<file path="config.mk">
export PLATFORM = sky130hd
export DESIGN_NAME = pipe_hold_ctrl_flat
export DESIGN_NICKNAME = d
export VERILOG_FILES = /design/src/rtl/pipe_hold_ctrl_if.sv /design/src/rtl/pipe_hold_ctrl.sv /design/src/flat_wrapper.sv
export SDC_FILE = /design/constraint.sdc
export NUM_CORES = 1
export LEC_CHECK = 0
export BUFFER_PORTS_ARGS = -buffer_cell sky130_fd_sc_hd__buf_2
export CAP_MARGIN = 10
export CORE_ASPECT_RATIO = 2
export CORE_MARGIN = 2
export CORE_UTILIZATION = 36
export DETAILED_ROUTE_END_ITERATION = 6
export PLACE_DENSITY = 0.65
export SYNTH_ARGS = -nofsm -noshare
export SYNTH_HDL_FRONTEND = slang
export SYNTH_SLANG_ARGS = --single-unit
</file>
<file path="constraint.sdc">
create_clock -name clk -period 1.8 [get_ports clk]
set_input_delay 0.09 -clock clk [delete_from_list [all_inputs] [get_ports clk]]
set_output_delay 0.09 -clock clk [all_outputs]
set_load 0.005 [all_outputs]
</file>
<file path="src/rtl/pipe_hold_ctrl_if.sv">
// pipe_hold_ctrl_if: hazard requests into, and per-stage stall/flush/redirect out of, the hold controller
interface pipe_hold_ctrl_if #(parameter int AW = 32);
    logic          jump_req_i;
    logic [AW-1:0] jump_addr_i;
    logic          load_use_i;
    logic          div_busy_i;
    logic          mem_busy_i;
    logic          irq_i;
    logic [AW-1:0] irq_vec_i;
    logic          pc_stall_o;
    logic [3:0]    stall_o;
    logic [3:0]    hold_en_o;
    logic          jump_flag_o;
    logic [AW-1:0] jump_addr_o;
    logic          irq_ack_o;
    modport master (
        input  jump_req_i, jump_addr_i, load_use_i, div_busy_i, mem_busy_i, irq_i, irq_vec_i,
        output pc_stall_o, stall_o, hold_en_o, jump_flag_o, jump_addr_o, irq_ack_o
    );
    modport slave (
        output jump_req_i, jump_addr_i, load_use_i, div_busy_i, mem_busy_i, irq_i, irq_vec_i,
        input  pc_stall_o, stall_o, hold_en_o, jump_flag_o, jump_addr_o, irq_ack_o
    );
endinterface

</file>
<file path="src/rtl/pipe_hold_ctrl.sv">
// pipe_hold_ctrl: merges ID/EX/bus hazards and interrupt entry into per-stage stall/flush and one PC redirect
module pipe_hold_ctrl #(
    parameter int AW        = 32,
    parameter int DRAIN_CYC = 3
) (
    input  logic              clk,
    input  logic              rst,
    pipe_hold_ctrl_if.master  bus
);
    typedef enum logic [1:0] {RUN, PEND, DRAIN, IRQJ} state_t;
    state_t        state_q, state_d;
    logic [AW-1:0] pend_addr_q, pend_addr_d;
    logic [3:0]    drain_cnt_q, drain_cnt_d;
    logic          pc_stall_c, jump_flag_c, irq_ack_c, busy;
    logic [3:0]    stall_c, hold_c;
    logic [AW-1:0] jump_addr_c;
    assign busy = bus.mem_busy_i | bus.div_busy_i;
    always_comb begin
        state_d     = state_q;
        pend_addr_d = pend_addr_q;
        drain_cnt_d = drain_cnt_q;
        pc_stall_c  = busy;
        stall_c     = bus.mem_busy_i ? 4'b1111 : bus.div_busy_i ? 4'b0011 : 4'b0000;
        hold_c      = !bus.mem_busy_i && bus.div_busy_i ? 4'b0100 : 4'b0000;
        jump_flag_c = 1'b0;
        jump_addr_c = '0;
        irq_ack_c   = 1'b0;
        unique case (state_q)
            RUN: begin
                if (busy) begin
                    if (bus.jump_req_i) begin
                        pend_addr_d = bus.jump_addr_i;
                        state_d     = PEND;
                    end
                end else if (bus.jump_req_i) begin
                    jump_flag_c = 1'b1;
                    jump_addr_c = bus.jump_addr_i;
                    hold_c      = 4'b0011;
                end else begin
                    pc_stall_c = bus.load_use_i;
                    stall_c    = {3'b000, bus.load_use_i};
                    hold_c     = {2'b00, bus.load_use_i, 1'b0};
                    if (bus.irq_i) begin
                        state_d     = DRAIN;
                        drain_cnt_d = 4'(DRAIN_CYC);
                    end
                end
            end
            PEND: begin
                if (busy) begin
                    if (bus.jump_req_i) pend_addr_d = bus.jump_addr_i;
                end else begin
                    jump_flag_c = 1'b1;
                    jump_addr_c = pend_addr_q;
                    hold_c      = 4'b0011;
                    state_d     = RUN;
                end
            end
            DRAIN: begin
                if (bus.jump_req_i && !busy) begin
                    jump_flag_c = 1'b1;
                    jump_addr_c = bus.jump_addr_i;
                    hold_c      = 4'b0011;
                    drain_cnt_d = 4'(DRAIN_CYC);
                end else begin
                    // IF/ID bubble must not collide with a busy stall on the same register
                    pc_stall_c = 1'b1;
                    hold_c     = (hold_c | 4'b0001) & ~stall_c;
                    if (bus.jump_req_i) begin
                        pend_addr_d = bus.jump_addr_i;
                        state_d     = PEND;
                    end else if (!bus.mem_busy_i) begin
                        drain_cnt_d = drain_cnt_q - 4'd1;
                        if (drain_cnt_q == 4'd1) state_d = IRQJ;
                    end
                end
            end
            IRQJ: begin
                if (!bus.mem_busy_i) begin
                    pc_stall_c  = 1'b0;
                    stall_c     = 4'b0000;
                    hold_c      = 4'b0011;
                    jump_flag_c = 1'b1;
                    jump_addr_c = bus.irq_vec_i;
                    irq_ack_c   = 1'b1;
                    state_d     = RUN;
                end
            end
        endcase
    end
    always_ff @(posedge clk or negedge rst) begin
        if (!rst) begin
            state_q     <= RUN;
            pend_addr_q <= '0;
            drain_cnt_q <= '0;
        end else begin
            state_q     <= state_d;
            pend_addr_q <= pend_addr_d;
            drain_cnt_q <= drain_cnt_d;
        end
    end
    assign bus.pc_stall_o  = rst & pc_stall_c;
    assign bus.stall_o     = rst ? stall_c : 4'b0000;
    assign bus.hold_en_o   = rst ? hold_c : 4'b0000;
    assign bus.jump_flag_o = rst & jump_flag_c;
    assign bus.jump_addr_o = rst ? jump_addr_c : '0;
    assign bus.irq_ack_o   = rst & irq_ack_c;
endmodule
</file>
<file path="src/flat_wrapper.sv">
// flat-port wrapper written by rule: the top's interface ports become plain ports
module pipe_hold_ctrl_flat 
#(
    parameter int AW        = 32,
    parameter int DRAIN_CYC = 3
)
  (clk, rst, bus_jump_req_i, bus_jump_addr_i, bus_load_use_i, bus_div_busy_i, bus_mem_busy_i, bus_irq_i, bus_irq_vec_i, bus_pc_stall_o, bus_stall_o, bus_hold_en_o, bus_jump_flag_o, bus_jump_addr_o, bus_irq_ack_o);
  pipe_hold_ctrl_if #(.AW(AW)) bus_i ();
  input  logic clk;
  input  logic rst;
  input wire logic [$bits(bus_i.jump_req_i)-1:0] bus_jump_req_i;
  input wire logic [$bits(bus_i.jump_addr_i)-1:0] bus_jump_addr_i;
  input wire logic [$bits(bus_i.load_use_i)-1:0] bus_load_use_i;
  input wire logic [$bits(bus_i.div_busy_i)-1:0] bus_div_busy_i;
  input wire logic [$bits(bus_i.mem_busy_i)-1:0] bus_mem_busy_i;
  input wire logic [$bits(bus_i.irq_i)-1:0] bus_irq_i;
  input wire logic [$bits(bus_i.irq_vec_i)-1:0] bus_irq_vec_i;
  output wire logic [$bits(bus_i.pc_stall_o)-1:0] bus_pc_stall_o;
  output wire logic [$bits(bus_i.stall_o)-1:0] bus_stall_o;
  output wire logic [$bits(bus_i.hold_en_o)-1:0] bus_hold_en_o;
  output wire logic [$bits(bus_i.jump_flag_o)-1:0] bus_jump_flag_o;
  output wire logic [$bits(bus_i.jump_addr_o)-1:0] bus_jump_addr_o;
  output wire logic [$bits(bus_i.irq_ack_o)-1:0] bus_irq_ack_o;
  assign bus_i.jump_req_i = bus_jump_req_i;
  assign bus_i.jump_addr_i = bus_jump_addr_i;
  assign bus_i.load_use_i = bus_load_use_i;
  assign bus_i.div_busy_i = bus_div_busy_i;
  assign bus_i.mem_busy_i = bus_mem_busy_i;
  assign bus_i.irq_i = bus_irq_i;
  assign bus_i.irq_vec_i = bus_irq_vec_i;
  assign bus_pc_stall_o = bus_i.pc_stall_o;
  assign bus_stall_o = bus_i.stall_o;
  assign bus_hold_en_o = bus_i.hold_en_o;
  assign bus_jump_flag_o = bus_i.jump_flag_o;
  assign bus_jump_addr_o = bus_i.jump_addr_o;
  assign bus_irq_ack_o = bus_i.irq_ack_o;
  pipe_hold_ctrl #(.AW(AW), .DRAIN_CYC(DRAIN_CYC)) u_core (.clk(clk), .rst(rst), .bus(bus_i));
endmodule
</file>
==> impl_results.md, run 1 <==
* Run status: finished with violations
* Failing checks: negative setup slack
* Via count of the first global-routing pass at 2877
* Actual slew at the worst max-slew pin at 0.806 ns
* Minimum clock period at 2.05 ns
* Power dissipated by switching net loads at 0.00170 W
* Final routed wire length divided by cell count at 18.4 um
* Cell count after synthesis at 268
* Number of filler instances in the final layout at 682
* Core occupancy in the finished layout at 56.1%
* Busiest metal layer after global routing: met2
* Total global routing overflow at 0
* Share of synthesized area occupied by flip-flops and latches at 34.4%
* Clock Tree Root: sky130_fd_sc_hd__clkbuf_16
* Combined flip-flop and latch cell area at 952 um^2
* Area share of the leading cell type in the synthesized netlist at 34.4%
* Vias at 2797
* Vias per cell at 5.56
* Worst path arrival time at 1.96 ns
* GPL Wtd Cong at 0.875
* Post-route antenna net violation count at 0
* Post-route standard cell area excluding fillers at 0.00423 mm^2
* Final setup TNS at -5.57 ns
* Switching fraction of total power at 34.8%
* Violation count after the first detailed-routing iteration at 157
* Placed wire-length estimate after detailed placement at 6.22 mm
* Met2 Track Usage GR at 42.9%
* Nets in the synthesized netlist at 345
* Top cell family by delay on the critical path: buffers and inverters
* Largest incremental delay on the critical path at 0.41 ns
* Number of antenna violations at the first check in global routing at 0
* Kind of start point of the critical path: flop
* Final-layout worst hold slack at 0.0489 ns
* Count of inserted antenna diode cells at 0
* Post-route DRC at 0
* Worst setup EP type: output port
* Predominant post-synthesis flop cell: sky130_fd_sc_hd__dfrtp_1
* Cell internal pwr at 0.00319 W
* Power density over cell area at 1160 mW/mm^2
* CTS tree: yes
* Final cell count without fillers at 503
* Die Y-Extent at 128 um
* Combinational power share at 55.5%
* Leading cell type by number of instances after synthesis: sky130_fd_sc_hd__dfrtp_1
* Async set or reset register ratio after synthesis at 100%
* Num ports at 114
* Final Max Tran Viols at 0
* Required time of the critical path at 1.71 ns
* Mean area per synthesized cell at 10.3 um^2
* Cell types with the largest area share after synthesis: sky130_fd_sc_hd__dfrtp_1, sky130_fd_sc_hd__mux2_2, sky130_fd_sc_hd__a22o_1
* Most frequent cells after synthesis: sky130_fd_sc_hd__dfrtp_1, sky130_fd_sc_hd__nor2b_1, sky130_fd_sc_hd__a22o_1, sky130_fd_sc_hd__a22oi_1, sky130_fd_sc_hd__mux2_2
* Cells along the critical path: inv_2, ha_4, buf_6, nor2_4, buf_4, buf_16, a22oi_1, nor2b_1, buf_2
* Nets@finish at 485
* Combined global-route utilization of all metal layers at 22.5%
* Unrepaired setup endpoints after global routing: yes
* Cell accounting for the most synthesized area: sky130_fd_sc_hd__dfrtp_1
* Peak VDD IR at 0.000599 V
* Final-report hold violation count at 0
* Type of the worst setup path: flop to output port
* Placement-stage cell area at 0.00359 mm^2
* Area grow syn2layout at 52.9%
* Width of the chip at 66 um
* Pin count of the biggest net entering global routing at 24
* Met3 usage at 3.25%
* Worst hold path type: input port to flop
* Die outline area at 0.00845 mm^2
* Slowest cell on the critical path: sky130_fd_sc_hd__dfrtp_1
* CP Max Fanout at 6
* Combined area of the multi-input logic cells at 0.00183 mm^2
* Yosys synthesis warning count at 0
* # placed instances at 473
* Static leakage at 1.92 nW
* CTS clock-pin slew for the worst setup and hold paths at 0.06 ns
* Total of flip-flops plus latches after synthesis at 38
* Routed WL at 9.28 mm
* Bufs on Longest Clock Path at 2
* Power share of the sequential group at 26.4%
* Share of final-layout standard cells stronger than drive strength 1 at 58.9%
* Worst max-slew margin expressed relative to the limit at 46.1%
* Clock network fraction of design power at 18.2%
* Num Clock Sinks at 38
* Number of detailed-routing iterations run before antenna repair at 4
* Netlist area before placement at 0.00277 mm^2
* Core ar. at 0.00754 mm^2
* Number of flops mapped to enable cells by yosys at 0
* # Max-Cap Violations at 0
* Crit share post-route at 114%
* Number of levels in the clock H-tree at 2
* Peak Freq at 0.488 GHz
* Met1 routing resource usage after global routing at 23.0%
* Initial Util at 36.7%
* Port buffer count at 112
* Worst Setup Slack, final at -0.251 ns
* Setup Viol. Count Final at 41
* Post-synth cell types at 45
* Latest clock arrival within the worst-skew pair at 0.28 ns
* Final setup skew at 0.00253 ns
* Critical path buffers and inverters at 5
* Total clock buffers created by CTS at 5
* Row cnt at 45
* Wire length of the first global-routing pass at 14.3 mm
## cell usage in the layout, fill, tap and decap left out, types with 3 or more instances in the layout
cell and n:
sky130_fd_sc_hd__buf_2 112, sky130_fd_sc_hd__dfrtp_1 37, sky130_fd_sc_hd__nor2b_1 33, sky130_fd_sc_hd__a22o_1 32, sky130_fd_sc_hd__mux2_2 31, sky130_fd_sc_hd__buf_6 19, sky130_fd_sc_hd__a22oi_1 17, sky130_fd_sc_hd__buf_4 16
sky130_fd_sc_hd__a22oi_2 15, sky130_fd_sc_hd__nand2_1 6, sky130_fd_sc_hd__buf_12 6, sky130_fd_sc_hd__clkbuf_16 5, sky130_fd_sc_hd__o21ai_0 4, sky130_fd_sc_hd__ha_4 4, sky130_fd_sc_hd__dlygate4sd3_1 4, sky130_fd_sc_hd__inv_1 3
sky130_fd_sc_hd__a21oi_2 3, sky130_fd_sc_hd__o21ai_1 3, sky130_fd_sc_hd__a21boi_1 3, sky130_fd_sc_hd__o311a_1 3, sky130_fd_sc_hd__buf_16 3
## per-layer routing
layer	wire length (um)	vias up
li1	-	1285
met1	3170	1394
met2	5400	96
met3	359	22
met4	353	0
met5	0	-
## cell type report
| type | count | area share (%) |
|---|---|---|
| clock buffer | 7 | 3.37 |
| multi-input combinational | 196 | 43.2 |
| timing repair buffer | 162 | 27.6 |
| inverter | 5 | 0.443 |
| sequential | 38 | 22.5 |
| tap | 94 | 2.78 |
| clock inverter | 1 | 0.118 |
## cells by family after synthesis
| kind of cell | Yosys count | synth area share (%) |
|---|---|---|
| AND/OR/NAND/NOR | 59 | 13.5 |
| flip-flops | 38 | 34.4 |
| buffers and inverters | 34 | 7.05 |
| adder cells (fa/ha/maj) | 6 | 2.71 |
| multiplexers | 35 | 14.5 |
| other | 1 | 0.135 |
| AO/OA/AOI/OAI | 95 | 27.8 |
## stage by stage
| step | setup WS [ns] | total power, W |
|---|---|---|
| 3_3_place_gp | -0.0136 | 0.00322 |
| 4_1_cts | -0.165 | 0.00469 |
| 3_5_place_dp | -0.0246 | 0.00327 |
| 6_report | -0.251 | 0.00490 |
| 2_1_floorplan | 0.00229 | 0.00253 |
| 5_1_grt | -0.279 | 0.00519 |
## sequential cells by signal (all words and copies together), names as in the netlist
register,count
u_core.state_q,2
u_core.pend_addr_q,32
u_core.drain_cnt_q,4
## worst reg2reg max path, cell delays in order, from the launching register on
cell	delay, ns
sky130_fd_sc_hd__dfrtp_1	0.41
sky130_fd_sc_hd__inv_2	0.09
sky130_fd_sc_hd__ha_4	0.19
sky130_fd_sc_hd__buf_6	0.13
sky130_fd_sc_hd__or3b_4	0.40
sky130_fd_sc_hd__a31oi_4	0.24
sky130_fd_sc_hd__nand2_2	0.09
sky130_fd_sc_hd__mux2_4	0.25
## what timing repair did
item                                    CTS  global route
gates resized for setup                  36            34
hold buffers                              4             0
endpoints found under the setup margin   71            47
pin swaps                                11            16
gates cloned                              4             0
buffers inserted                         13             5
hold endpoints to repair                 25             0
## power groups by stage
stage,clock (W),sequential (W),combinational (W)
CTS,0.000916,0.00128,0.00249
detailed placement,0,0.00130,0.00197
global placement,0,0.00128,0.00194
global route,0.000947,0.00132,0.00292
finish,0.000891,0.00129,0.00272
floorplan,0,0.00126,0.00128
## final timing paths
| kind | to | depth (start not counted) | slack, ns | from |
|---|---|---|---|---|
| max | bus_jump_addr_o[22] | 9 | -0.25 | u_core.state_q[1] |
| min | u_core.pend_addr_q[9] | 2 | 0.05 | bus_jump_addr_i[9] |
| max reg2reg | u_core.drain_cnt_q[0] | 7 | -0.11 | u_core.state_q[1] |
| min reg2reg | u_core.pend_addr_q[31] | 1 | 0.51 | u_core.pend_addr_q[31] |
| max in group asynchronous | u_core.state_q[0] | 3 | 0.48 | rst |
| min in group asynchronous | u_core.pend_addr_q[3] | 2 | 0.41 | rst |
Note: power is estimated with default switching activity, not from simulation.
==> run 2, diff against run 1 <==
Settings changed: PLACE_DENSITY 0.65 to 0.73.
==> impl_results.md, run 2 (synthesis results as in run 1) <==
* Pin count of the biggest net entering global routing at 49
* Run status: finished with violations
* Number of antenna violations at the first check in global routing at 0
* Final Max Tran Viols at 0
* DP Worst Slack at -0.0178 ns
* Kind of start point of the critical path: flop
* Setup Viol. Count Final at 42
* Minimum clock period at 2.02 ns
* Routed WL at 9.12 mm
* Highest-count cells in the layout ignoring fill and taps: sky130_fd_sc_hd__buf_2, sky130_fd_sc_hd__dfrtp_1, sky130_fd_sc_hd__nor2b_1, sky130_fd_sc_hd__a22o_1, sky130_fd_sc_hd__mux2_2
* Final setup TNS at -6.84 ns
* Peak Freq at 0.495 GHz
* Placed wire-length estimate after detailed placement at 6.35 mm
* Num Clock Sinks at 38
* Leading registers by flop count: u_core.pend_addr_q x32, u_core.drain_cnt_q x4, u_core.state_q x2
* Post-route antenna net violation count at 0
* Share of final-layout standard cells stronger than drive strength 1 at 60.8%
* Vias per cell at 5.58
* Worst hold path type: input port to flop
* Required time of the critical path at 1.71 ns
* Clock Tree Root: sky130_fd_sc_hd__clkbuf_16
* Core ar. at 0.00754 mm^2
* Most common cell after layout, fill and taps aside: sky130_fd_sc_hd__buf_2
* Die outline area at 0.00845 mm^2
* Final routed wire length divided by cell count at 18.4 um
* Failing checks: negative setup slack
* Power density over cell area at 1130 mW/mm^2
* Total global routing overflow at 0
* Worst path arrival time at 1.93 ns
* # Max-Cap Violations at 0
* Crit share post-route at 112%
* Initial Util at 36.7%
* Unrepaired setup endpoints after global routing: yes
* Port buffer count at 112
* Combined global-route utilization of all metal layers at 21.4%
* Vias at 2761
* Peak VDD IR at 0.000621 V
* GPL Wtd Cong at 0.869
* Final-report hold violation count at 0
* Num ports at 114
* Type of the worst setup path: flop to output port
* Nets@finish at 477
* Total clock buffers created by CTS at 5
* Area grow syn2layout at 52.1%
* Static leakage at 1.90 nW
* Row cnt at 45
* Wire length of the first global-routing pass at 14.1 mm
* Count of inserted antenna diode cells at 0
* Violation count after the first detailed-routing iteration at 125
* Worst setup EP type: output port
* Register ranked first by flip-flop count: u_core.pend_addr_q
* Via count of the first global-routing pass at 2944
* Latest clock arrival within the worst-skew pair at 0.28 ns
* Width of the chip at 66 um
* Worst Setup Slack, final at -0.221 ns
* Die Y-Extent at 128 um
* Bufs on Longest Clock Path at 2
* Number of levels in the clock H-tree at 2
* Post-route DRC at 0
* CTS tree: yes
* CP Max Fanout at 14
* Final-layout worst hold slack at 0.0637 ns
* CTS clock-pin slew for the worst setup and hold paths at 0.06 ns
* Flip-flop count of the largest register, all copies and words added at 32
* Final setup skew at 0.00167 ns
* Number of detailed-routing iterations run before antenna repair at 4
run 2: cell count changes in the layout (fill, tap and decap cells not counted), sizes merged:
| cell | delta |
|---|---|
| clkbuf | +1 |
| dlygate4sd3 | -3 |
| buf | -8 |
| clkinvlp | +1 |
| bufbuf | +1 |
run 2: report_power, final:
part | leakage [nW] | switching, W | internal (W) | total, W
Sequential | 0.444 | 0.000171 | 0.00113 | 0.00130
Combinational | 1.38 | 0.00116 | 0.00142 | 0.00258
Clock | 0.0729 | 0.000342 | 0.000548 | 0.000890
Total | 1.90 | 0.00167 | 0.00310 | 0.00477
run 2: area by class of cell:
type                            instances  area (um^2)
Multi-Input combinational cell        196         1840
Sequential cell                        38          952
Fill cell                             681         3340
Tap cell                               94          118
Timing Repair Buffer                  154         1120
Inverter                                5         26.3
Clock inverter                          2         12.5
Clock buffer                            6          139
run 2: critical path, stage by stage (launching register included):
cell and delay, ns:
sky130_fd_sc_hd__dfrtp_1 0.40, sky130_fd_sc_hd__buf_4 0.16, sky130_fd_sc_hd__ha_1 0.28, sky130_fd_sc_hd__buf_4 0.22, sky130_fd_sc_hd__a22o_1 0.24, sky130_fd_sc_hd__a22oi_1 0.15, sky130_fd_sc_hd__nor2b_1 0.07, sky130_fd_sc_hd__buf_2 0.12
run 2: per-stage QoR:
stage / total power (W) / cells / util (%) / area (um^2)
after global routing: 0.00507 / 495 / 55.8 / 4210
final: 0.00477 / 495 / 55.8 / 4210
after detailed placement: 0.00330 / 474 / 47.2 / 3560
after CTS: 0.00466 / 492 / 53.7 / 4050
after floorplan: 0.00253 / 268 / - / 2780
after global placement: 0.00323 / 474 / 47.2 / 3560
run 2: worst paths after layout:
kind | startpoint | endpoint | slack [ns] | cells past startpoint
worst min register to register | u_core.pend_addr_q[5] | u_core.pend_addr_q[5] | 0.51 | 1
worst max register to register | u_core.state_q[0] | u_core.drain_cnt_q[0] | -0.11 | 8
max in group asynchronous | rst | u_core.pend_addr_q[23] | 1.03 | 3
min in group asynchronous | rst | u_core.drain_cnt_q[3] | 0.34 | 3
worst min-delay path | bus_jump_addr_i[7] | u_core.pend_addr_q[7] | 0.06 | 2
worst max-delay path | u_core.state_q[0] | bus_jump_addr_o[26] | -0.22 | 7
run 2: timing repair:
item,in CTS,in global routing
pin swaps,6,17
hold endpoints to repair,38,0
gates resized for setup,48,26
buffers inserted,5,3
setup endpoints to repair,44,74
hold buffers,1,0
cloned,4,2
run 2: routing by layer:
metal	global-route usage [%]	up-vias	share of wire, %
met4	8.52	0	2.2
met5	0	-	0
met2	42.1	99	59
li1	-	1271	-
met1	22.1	1375	35
met3	2.02	16	3.4
